## src/rtl/pipe_skid_buffer.sv

```systemverilog
// Two-entry elastic stage: main entry feeds out_data, skid entry absorbs
// the beat that arrives while main is stalled. in_ready is a pure state decode.
module pipe_skid_buffer #(
  parameter int width = 32
) (
  input  logic             clk,
  input  logic             rst,
  input  logic             flush,
  input  logic             in_valid,
  output logic             in_ready,
  input  logic [width-1:0] in_data,
  output logic             out_valid,
  input  logic             out_ready,
  output logic [width-1:0] out_data,
  output logic [1:0]       count
);

  localparam logic [1:0] EMPTY = 2'd0;
  localparam logic [1:0] BUSY  = 2'd1;
  localparam logic [1:0] FULL  = 2'd2;

  logic [1:0]       state;
  logic [width-1:0] main_q;
  logic [width-1:0] skid_q;
  logic             in_fire;
  logic             out_fire;

  assign out_valid = (state != EMPTY);
  assign in_ready  = (state != FULL);
  assign count     = state;
  assign out_data  = main_q;
  assign in_fire   = in_valid & in_ready;
  assign out_fire  = out_valid & out_ready;

  always_ff @(posedge clk) begin
    if (rst) begin
      state  <= EMPTY;
      main_q <= '0;
      skid_q <= '0;
    end else if (flush) begin
      // data regs keep stale contents; out_valid=0 hides them
      state <= EMPTY;
    end else begin
      unique case (state)
        EMPTY: begin
          if (in_fire) begin
            state  <= BUSY;
            main_q <= in_data;
          end
        end
        BUSY: begin
          if (in_fire && out_fire) begin
            main_q <= in_data;
          end else if (in_fire) begin
            state  <= FULL;
            skid_q <= in_data;
          end else if (out_fire) begin
            state <= EMPTY;
          end
        end
        FULL: begin
          if (out_fire) begin
            state  <= BUSY;
            main_q <= skid_q;
          end
        end
        default: state <= EMPTY;
      endcase
    end
  end

endmodule
```

## config.mk

```make
export PLATFORM = sky130hd
export DESIGN_NAME = pipe_skid_buffer
export DESIGN_NICKNAME = d
export VERILOG_FILES = /design/src/rtl/pipe_skid_buffer.sv
export SDC_FILE = /design/constraint.sdc
export NUM_CORES = 1
export LEC_CHECK = 0
export ABC_AREA = 1
export CORE_MARGIN = 2
export CORE_UTILIZATION = 50
export CTS_CLUSTER_SIZE = 12
export DETAILED_ROUTE_END_ITERATION = 8
export PLACE_DENSITY = 0.83
export SLEW_MARGIN = 5
export SYNTH_ARGS = -nofsm -noshare
export SYNTH_HDL_FRONTEND = slang
export SYNTH_SLANG_ARGS = --single-unit
```

## constraint.sdc

```tcl
create_clock -name clk -period 1.6 [get_ports clk]
set_input_delay 0.4 -clock clk [delete_from_list [all_inputs] [get_ports clk]]
set_output_delay 0.4 -clock clk [all_outputs]
set_load 0.02 [all_outputs]
```

# Yosys cells after proc, flatten, opt, wreduce, memory -nomap -nowiden
# Cells that the tools add are included.
[totals] in_bits=37 output_inout_bits=36 wordCells=33 ff_bits=66
[classes] n_mux=10 n_bitwise=4 reduce_logical=8 n_eq_ne=8
[op_table] cell="2-to-1 mux 32 bit" n=3
[op_table] cell="case mux 32 bit (3 select lines)" n=1
[op_table] cell="2-to-1 mux 2 bit" n=5
[op_table] cell="!= test 2 bit (second input constant)" n=5
[op_table] cell="AND reduction 4 bit" n=2
[op_table] cell="case mux 2 bit (3 select lines)" n=1
[op_table] cell="AND reduction 5 bit" n=1
[op_table] cell="!= test 3 bit (second input constant)" n=1
[op_table] cell="nonzero test 3 bit" n=1
[op_table] cell="bitwise AND 1 bit" n=2
[op_table] cell="equality test 2 x 1 -> 1 bit (second input constant)" n=1
[op_table] cell="equality test 2 bit (second input constant)" n=1
[op_table] cell="logical NOT 2 bit" n=1
[op_table] cell="NOT 1 bit" n=2
[op_table] cell="nonzero test 2 bit" n=1
[op_table] cell="OR reduction 2 bit" n=1
[op_table] cell="logical AND 1 bit" n=1

# Logic depth before layout (Yosys ltp)
# Gate-level depths: netlist of the first run.
[depth] ltp_word=6 ltp_mapped=9 ltp_nobuf=9

# Least setup slack after synthesis of the first run
# OpenSTA, ideal clock, no wires.
[synth_timing] path_type="register to register" startpoint="register state[0], in the netlist count[0]" endpoint="register main_q[10], in the netlist out_data[10]" setup_slack_ns=0.113 path_buffers=1 setup_time_ns=0.115 required_ns=1.485 path_stages_with_launch=9 period_less_slack_ns=1.487 arrival_time_ns=1.371 cell_sequence="dfxtp_1 -> nor2_1 -> inv_1 -> nor2_2 -> nor2_4 -> buf_2 -> nand3_1 -> nand2_1 -> nor2_1"
[synth_between] elab_chain_len=5 word_cells_on_any_way=14 classes_between="6 x eq/ne; 1 x mux; 2 x bitwise; 5 x reduce/logical"
[synth_lines] element="start: declaration" line_no="22" source="logic [1:0] state;"
[synth_lines] element="start signal: assignment" line_no="37" source="state <= EMPTY;"
[synth_lines] element="start signal: assignment" line_no="42" source="state <= EMPTY;"
[synth_lines] element="start signal: assignment" line_no="47" source="state <= BUSY;"
[synth_lines] element="nonzero test 2 bit *" line_no="28" source="assign out_valid = (state != EMPTY);"
[synth_lines] element="via out_valid" line_no="12" source="output logic out_valid,"
[synth_lines] element="bitwise AND 1 bit *" line_no="33" source="assign out_fire = out_valid & out_ready;"
[synth_lines] element="logical AND 1 bit" line_no="52" source="if (in_fire && out_fire) begin"
[synth_lines] element="!= test 2 bit (no line)"
[synth_lines] element="AND reduction 5 bit (no line) *"
[synth_lines] element="end signal: assignment" line_no="48" source="main_q <= in_data;"
[synth_lines] element="end signal: assignment" line_no="53" source="main_q <= in_data;"
[synth_lines] element="end signal: assignment" line_no="64" source="main_q <= skid_q;"
[synth_lines] element="end: declaration" line_no="23" source="logic [width-1:0] main_q;"
# Mark *: on every way through the listed nets, which the timed path passes. The rest lies on a longest branch.
# A chain may end at the register's enable or synchronous reset.

# Worst setup path after layout of the first run
[layout_timing] startpoint="register state[1], in the netlist count[1]" endpoint="output port out_valid"
[layout_between] elab_chain_len=1
[layout_lines] element="nonzero test 2 bit" line_no="28"
[layout_lines] element="end: declaration" line_no="12"
# Every way passes these cells.

==> results, run 1 <==
- The run finished with clean final reports.
- The post-route antenna net violation count is 0.
- The share of synthesized area in the top cell type comes to 0.4115.
- The post-route clock period utilization is 0.9743.
- The area growth from synthesis to layout is 31.80%.
- TritonCTS created 9 clock buffers.
- The arrival time reported for the critical path endpoint is 1160 ps.
- The time the worst path needs with I/O delays and setup is 1559 ps.
- Setup repair after global routing could not meet its margin everywhere.
- The startpoint of the lowest-slack register-to-register path is count[0].
- The worst setup path is captured at a primary output.
- The detailed router finished its first iteration with 331 violations.
- The post-detailed-route via-to-cell ratio is 5.415.
- The final weighted congestion in routability-driven placement is 0.8125.
- The flip-flop and latch area is 1324 sq um.
- The number of hold violations in the final report is 0.
- The layout has 563 filler cells.
- The total setup violations reported at the end of the flow is 0.
- The number of max-slew violations in the final report is 0.
- Clock-pin slew was measured on the worst setup and hold paths at 70 ps.
- The total half-perimeter wirelength after legalization and detailed placement is 5483 microns.
- The yosys synthesis warning count is 0.
- The number of antenna diodes in the final layout is 0.
- The top cell type by total area after synthesis is dfxtp_1.
- In this run the static leakage power is 0.002007 uW.
- The total power is 3725 uW.
- In this run the core area contains 29 standard-cell rows.
- Derived from the worst setup path, the maximum achievable clock frequency is 641.5 MHz.
- The critical path is of the flip-flop to primary output type.
- The core region is 6277 sq um.
- Synthesis inferred 66 register bits.
- The transition time of the tightest slew-check pin is 387.3 ps.
- Global routing finished with a remaining overflow of 0.
- The power per standard cell area is 880.2 nW/um^2.
- The maximum net fanout on the critical path is 4.
- Leaving out filler cells and counting taps, the final layout contains 636.
- VDD sags by at most 0.6355 mV.
- The clock passes through at most 2 buffers.
- The setup slack of the most critical reg-to-reg path is 100 ps.
- The type of the tightest min-delay check is flip-flop to flip-flop.
- The clock latency on the worst-skew pair is 350 ps.
- Across all hold checks on the routed design, the worst slack comes to 460.3 ps.
- By area the synthesized netlist is led by dfxtp_1, nand2_1, nand3_1, a21oi_1, inv_1.
- The layout net count is 592.
- The first-pass iteration count of the detailed router is 5.
- In the routed design, unresolved DRC markers number 0.
- The number of antenna violations at the first check in global routing came to 0.
- The number of input and output port buffers inserted is 72.
- The die footprint is 7078 sq um.
- The CTS tree is done.
- OpenSTA, run right after detailed placement, puts the worst setup slack at -237.4 ps.
- The final worst setup slack is 41.11 ps.
- The clock sink count is 66.
- The tree is rooted in a clkbuf_8.
- The launching element type of the critical path is a flip-flop.
- The first-pass GRT wire length is 14,600 microns.
- Of the synthesized area, sequential elements account for 0.4115.
- The via count of the first global-routing pass is 3,173.
- The number of I/O pins is 73.
- The path with the worst hold slack has its endpoint at skid_q[7].
- The largest net degree at the start of global routing is 41.
- The initial utilization of the core area, before any placement, comes to 0.5115.
- The tool flagged a number of max-cap violations equal to 0.
- In this run, post-CTS hold repair placed 0 buffers.
- The depth of the worst register-to-register path is 8.
- The number of placed instances, taps included, is 621.
- The post-synthesis instance area is 3211 sq um.
- Headroom to the max-slew limit came out at 0.7418.
- The synthesized netlist cell count is 488.
- Synthesis produced a netlist with a net count of 525.
- The worst-case clock skew is 11.78 ps.
- The via count is 3,444.
- STA puts the critical path data required time at 1200 ps.
- The depth of the CTS H-tree is 3.
- The synthesized netlist contains 19 unique library cells.
- The die extent in y is 84.13 microns.
- The hold path startpoint is skid_q[7].
- The overall global routing resource usage is 0.2513.
- The area of combinational cells with multiple inputs is 1559 sq um.
- The die boundary width is 84.13 microns.
- The number of cells traversed by the worst hold path is 2.
- Buffers added to address setup during post-CTS repair amount to 0.
- The start point of the critical path is count[1].
- The detail-routed net length per standard cell is 13.52 microns.
- Of the cells placed in the final design, the portion with a size suffix greater than 1 is 0.09481.
- In this run the critical register-to-register path is captured at skid_q[2].
- In this run the mean area of a mapped cell was 6.579 sq um.
- After detailed routing, the total wire length is 8599 microns.
## through the flow
stage | setup TNS [ps] | cell area (sq um) | utilization
3_5_place_dp | -13560 | 4094 | 0.6522
4_1_cts | 0 | 4235 | 0.6747
2_1_floorplan | 0 | 3211 | -
6_report | 0 | 4232 | 0.6741
3_3_place_gp | -12330 | 4094 | 0.6522
5_1_grt | -53.24 | 4232 | 0.6741
## what timing repair did
item | in CTS | in global routing
setup endpoints to repair | 36 | 35
cloned | 0 | 0
gates resized for setup | 41 | 2
hold endpoints to repair | 0 | 0
## registers in the layout, summed over array words and instances, names as in the netlist
name / count
skid_q: 32
out_data: 32
count: 2
## final cells by class
cell class	instances	share of cell area
multi-input cells	345	0.3684
flip-flops and latches	66	0.3128
inverters	39	0.03459
clock inverters	4	0.006505
clock buffers	11	0.03578
well taps	77	0.02277
repair buffers	94	0.2191
## critical path, cell delays in order, from the launching register on
cell and delay, ps:
dfxtp_2 340, nor2_2 140, inv_1 80, clkdlybuf4s15_2 250
## layout by cell type, fill, tap and decap left out
master	count
clkdlybuf4s15_2	1
clkinvlp_4	3
a211oi_1	1
dlygate4sd2_1	34
a21boi_2	1
nor2_4	3
inv_1	38
nand2_1	137
nor3_1	1
clkbuf_2	1
a21oi_1	64
inv_2	1
nand2_2	3
buf_4	15
nor2_2	2
o21ai_0	1
nor2_1	34
clkdlybuf4s50_1	36
nand3_1	96
buf_12	7
clkinv_2	1
nand2_4	2
dfxtp_1	64
dfxtp_2	2
clkbuf_8	11
## cell families (layout without fill, tap and decap cells)
family                 Yosys count  after routing  synth area share
and+or+nand+nor                278            278            0.3776
buffers and inverters           77            148            0.1037
AOI/OAI and AO/OA               67             67            0.1072
DFF                             66             66            0.4115
## per-layer routing
metal  track usage  vias up  part of all wire
li1              -     1696                 -
met1        0.3391     1576              0.44
met2        0.3925      154              0.47
met3       0.05408       18             0.069
met4        0.1026        0             0.020
met5             0        -                 0
## worst max path at each step
stage | slack (ps) | end | depth (start not counted)
2_1_floorplan | 110 | out_data[10] | 8
3_3_place_gp | -210 | skid_q[7] | 7
3_5_place_dp | -240 | out_data[23] | 9
4_1_cts | 3 | in_ready | 3
5_1_grt | -20 | out_valid | 3
6_report | 40 | out_valid | 3
## report_power, final
| group | switching (uW) | internal, uW |
|---|---|---|
| Combinational | 387 | 298 |
| Clock | 641 | 634 |
| Sequential | 43.2 | 1720 |
## Yosys cell counts (all sizes together)
cell type and n:
a211oi 1, nor2 39, nor3 1, clkbuf 6, a21oi 64, a21boi 1, buf 32, inv 39
nand2 142, o21ai 1, nand3 96, dfxtp 66
No activity file was read; power rests on OpenSTA's default activity.
==> inputs of run 2 (changes only) <==
Clock period 1.6 ns to 1.9 ns, I/O delays scaled along.
==> results, run 2 (synthesized netlist as in run 1, its figures left out) <==
- The number of hold violations in the final report is 0.
- The maximum clock insertion buffer count is 2.
- The internal portion of total power is 2385 uW.
- The die boundary width is 84.13 microns.
- After the first detailed-routing iteration, the DRC count stood at 311.
- The post-route antenna net violation count is 0.
- The initial standard-cell utilization of the core is 0.5115.
- The net switching fraction of the power is 0.2762.
- STA classifies the critical path endpoint as a primary output.
- Together, buffers and inverters on the worst path number 1.
- The worst-case clock skew is 14.02 ps.
- For this run, the detailed router's first-pass iteration total came to 5.
- The maximum net fanout on the critical path is 7.
- Across all hold checks on the routed design, the worst slack comes to 458.2 ps.
- The detail-routed net length per standard cell is 13.36 microns.
- The number of max-slew violations in the final report is 0.
- 73 I/O pins were placed.
- The power per standard cell area is 768.9 nW/um^2.
- The clock transition at the registers of the reported paths is 70 ps.
- The cell family contributing the most delay on the critical path is buffers and inverters.
- The number of antenna violations at the first check in global routing is 0.
- Setup violations remaining at the end of the flow were counted as 0.
- Setup repair after global routing left no endpoint under its margin.
- The number of buffers inserted during clock tree synthesis is 9.
- After layout, the minimum clock period comes to 1852 ps.
- The arrival time reported for the critical path endpoint is 1380 ps.
- The post-route clock period utilization is 0.9747.
- The hold buffer count at cts is 0.
- The transition time of the tightest slew-check pin is 403.7 ps.
- The longest individual stage delay on the worst path is 630 ps.
- The worst endpoint required time is 1420 ps.
- The total half-perimeter wirelength after legalization and detailed placement is 5304 microns.
- After detailed routing, the total wire length is 8482 microns.
- The number of max-cap violations is 0.
- The first-pass GRT wire length is 14,020 microns.
- The highest clock rate is 540.0 MHz.
- The classification of the worst setup path is flip-flop to primary output.
- In the global route stage, overall resource usage came out at 0.2419.
- The worst pin sits at a relative slew slack of 0.7309.
- The CTS root buffer is clkbuf_8.
- The depth of the CTS H-tree is 3.
- The remaining global-route overflow is 0.
- The growth of design area from synthesis to finish is 33.48%.
- The via count is 3,409.
- The launching element type of the critical path is a flip-flop.
- Routability-driven placement finished with a final weighted congestion of 0.8127.
- IR analysis of the VDD net gives a maximum drop of 0.4906 mV.
- The clock sink count is 66.
- The leading cell type in the layout, fill and taps excluded is nand2_1.
- The number of remaining DRC errors is 0.
- The floorplan has 29 rows.
- In the final layout, the share of cells above drive strength 1 is 0.08244.
- Of the total power, combinational logic draws 0.187.
- The die footprint is 7078 sq um.
- For this design, the slowest cell found on the critical path is clkdlybuf4s50_1.
- The die extent in y is 84.13 microns.
- Traced cell by cell, the critical path runs through clkdlybuf4s50_1.
- Clock latency on the worst-skew pair, taken at its later pin, is 350 ps.
- Entering global routing, the biggest net connects 36 pins.
- The run finished with clean final reports.
- The type of the tightest min-delay check is flip-flop to flip-flop.
- The setup slack of the most critical reg-to-reg path is 290 ps.
- The analysis attributes to net switching a power of 910.2 uW.
- Leaving out fill and tap cells, the most frequent cells in the layout are nand2_1, nand3_1, clkdlybuf4s50_1, dfxtp_1, a21oi_1.
- The layout net count is 590.
- TritonCTS built the clock tree.
- The number of antenna diodes in the final layout is 0.
- After floorplanning, the core was sized to cover 6277 sq um.
- After detailed routing, the number of vias per cell comes to 5.369.
- The share of total power dissipated in sequential elements is 0.452.
- The static leakage is 0.001890 uW.
- The number of input and output port buffers inserted is 72.
- The proportion of power drawn by the clock network is 0.361.
- The via count of the first global-routing pass is 3,093.
- After routing, the total negative slack on setup checks comes to 0 ps.
[run 2: changes by cell type in the layout (fill, tap and decap cells not counted), moves of 2 or more]
cell             before  now
buf_4                15   12
clkdlybuf4s50_1      36   69
dlygate4sd2_1        34    3
clkbuf_1              0    2
clkinvlp_4            3    1
[run 2: layer usage]
metal  vias up  track usage  wire length, microns
met5         -            0                     0
met4         0       0.1114                   138
met3        16      0.04916                   669
met2       158       0.3672                  3975
met1      1540       0.3323                  3698
li1       1695            -                     -
[run 2: timing repair]
action,4_1_cts,5_1_grt
buffers inserted,0,0
endpoints found under the hold margin,0,0
endpoints found under the setup margin,4,0
gates resized for setup,4,0
[run 2: area by class of cell]
type                    count  area, sq um
fillers                   526         1992
multi-input cells         345         1556
flip-flops and latches     66         1323
repair buffers             92        967.2
inverters                  39        146.4
clock buffers              12        145.1
well taps                  77        96.34
clock inverters             4        51.30
[run 2: stage by stage]
step	utilization	instances	worst slack [ps]	instance area (sq um)	power [uW]
5_1_grt	0.6827	635	25.14	4285	3414
6_report	0.6827	635	48.06	4285	3295
4_1_cts	0.6827	635	48.57	4285	3305
3_5_place_dp	0.6518	619	-61.76	4091	2133
2_1_floorplan	-	488	410.4	3211	1839
3_3_place_gp	0.6518	619	-23.31	4091	2122
[run 2: final timing paths]
check                                 from    endpoint  depth (start not counted)
worst max-delay path              count[1]    count[1]                          1
worst min-delay path            skid_q[15]  skid_q[15]                          2
worst max register to register    count[1]  skid_q[28]                          8
worst min register to register  skid_q[15]  skid_q[15]                          2
[run 2: power groups by stage]
stage               registers, uW  logic, uW  clock network (uW)
global placement             1520        604                   0
finish                       1490        616                1190
detailed placement           1520        614                   0
floorplan                    1580        257                   0
global route                 1500        669                1250
CTS                          1490        616                1200
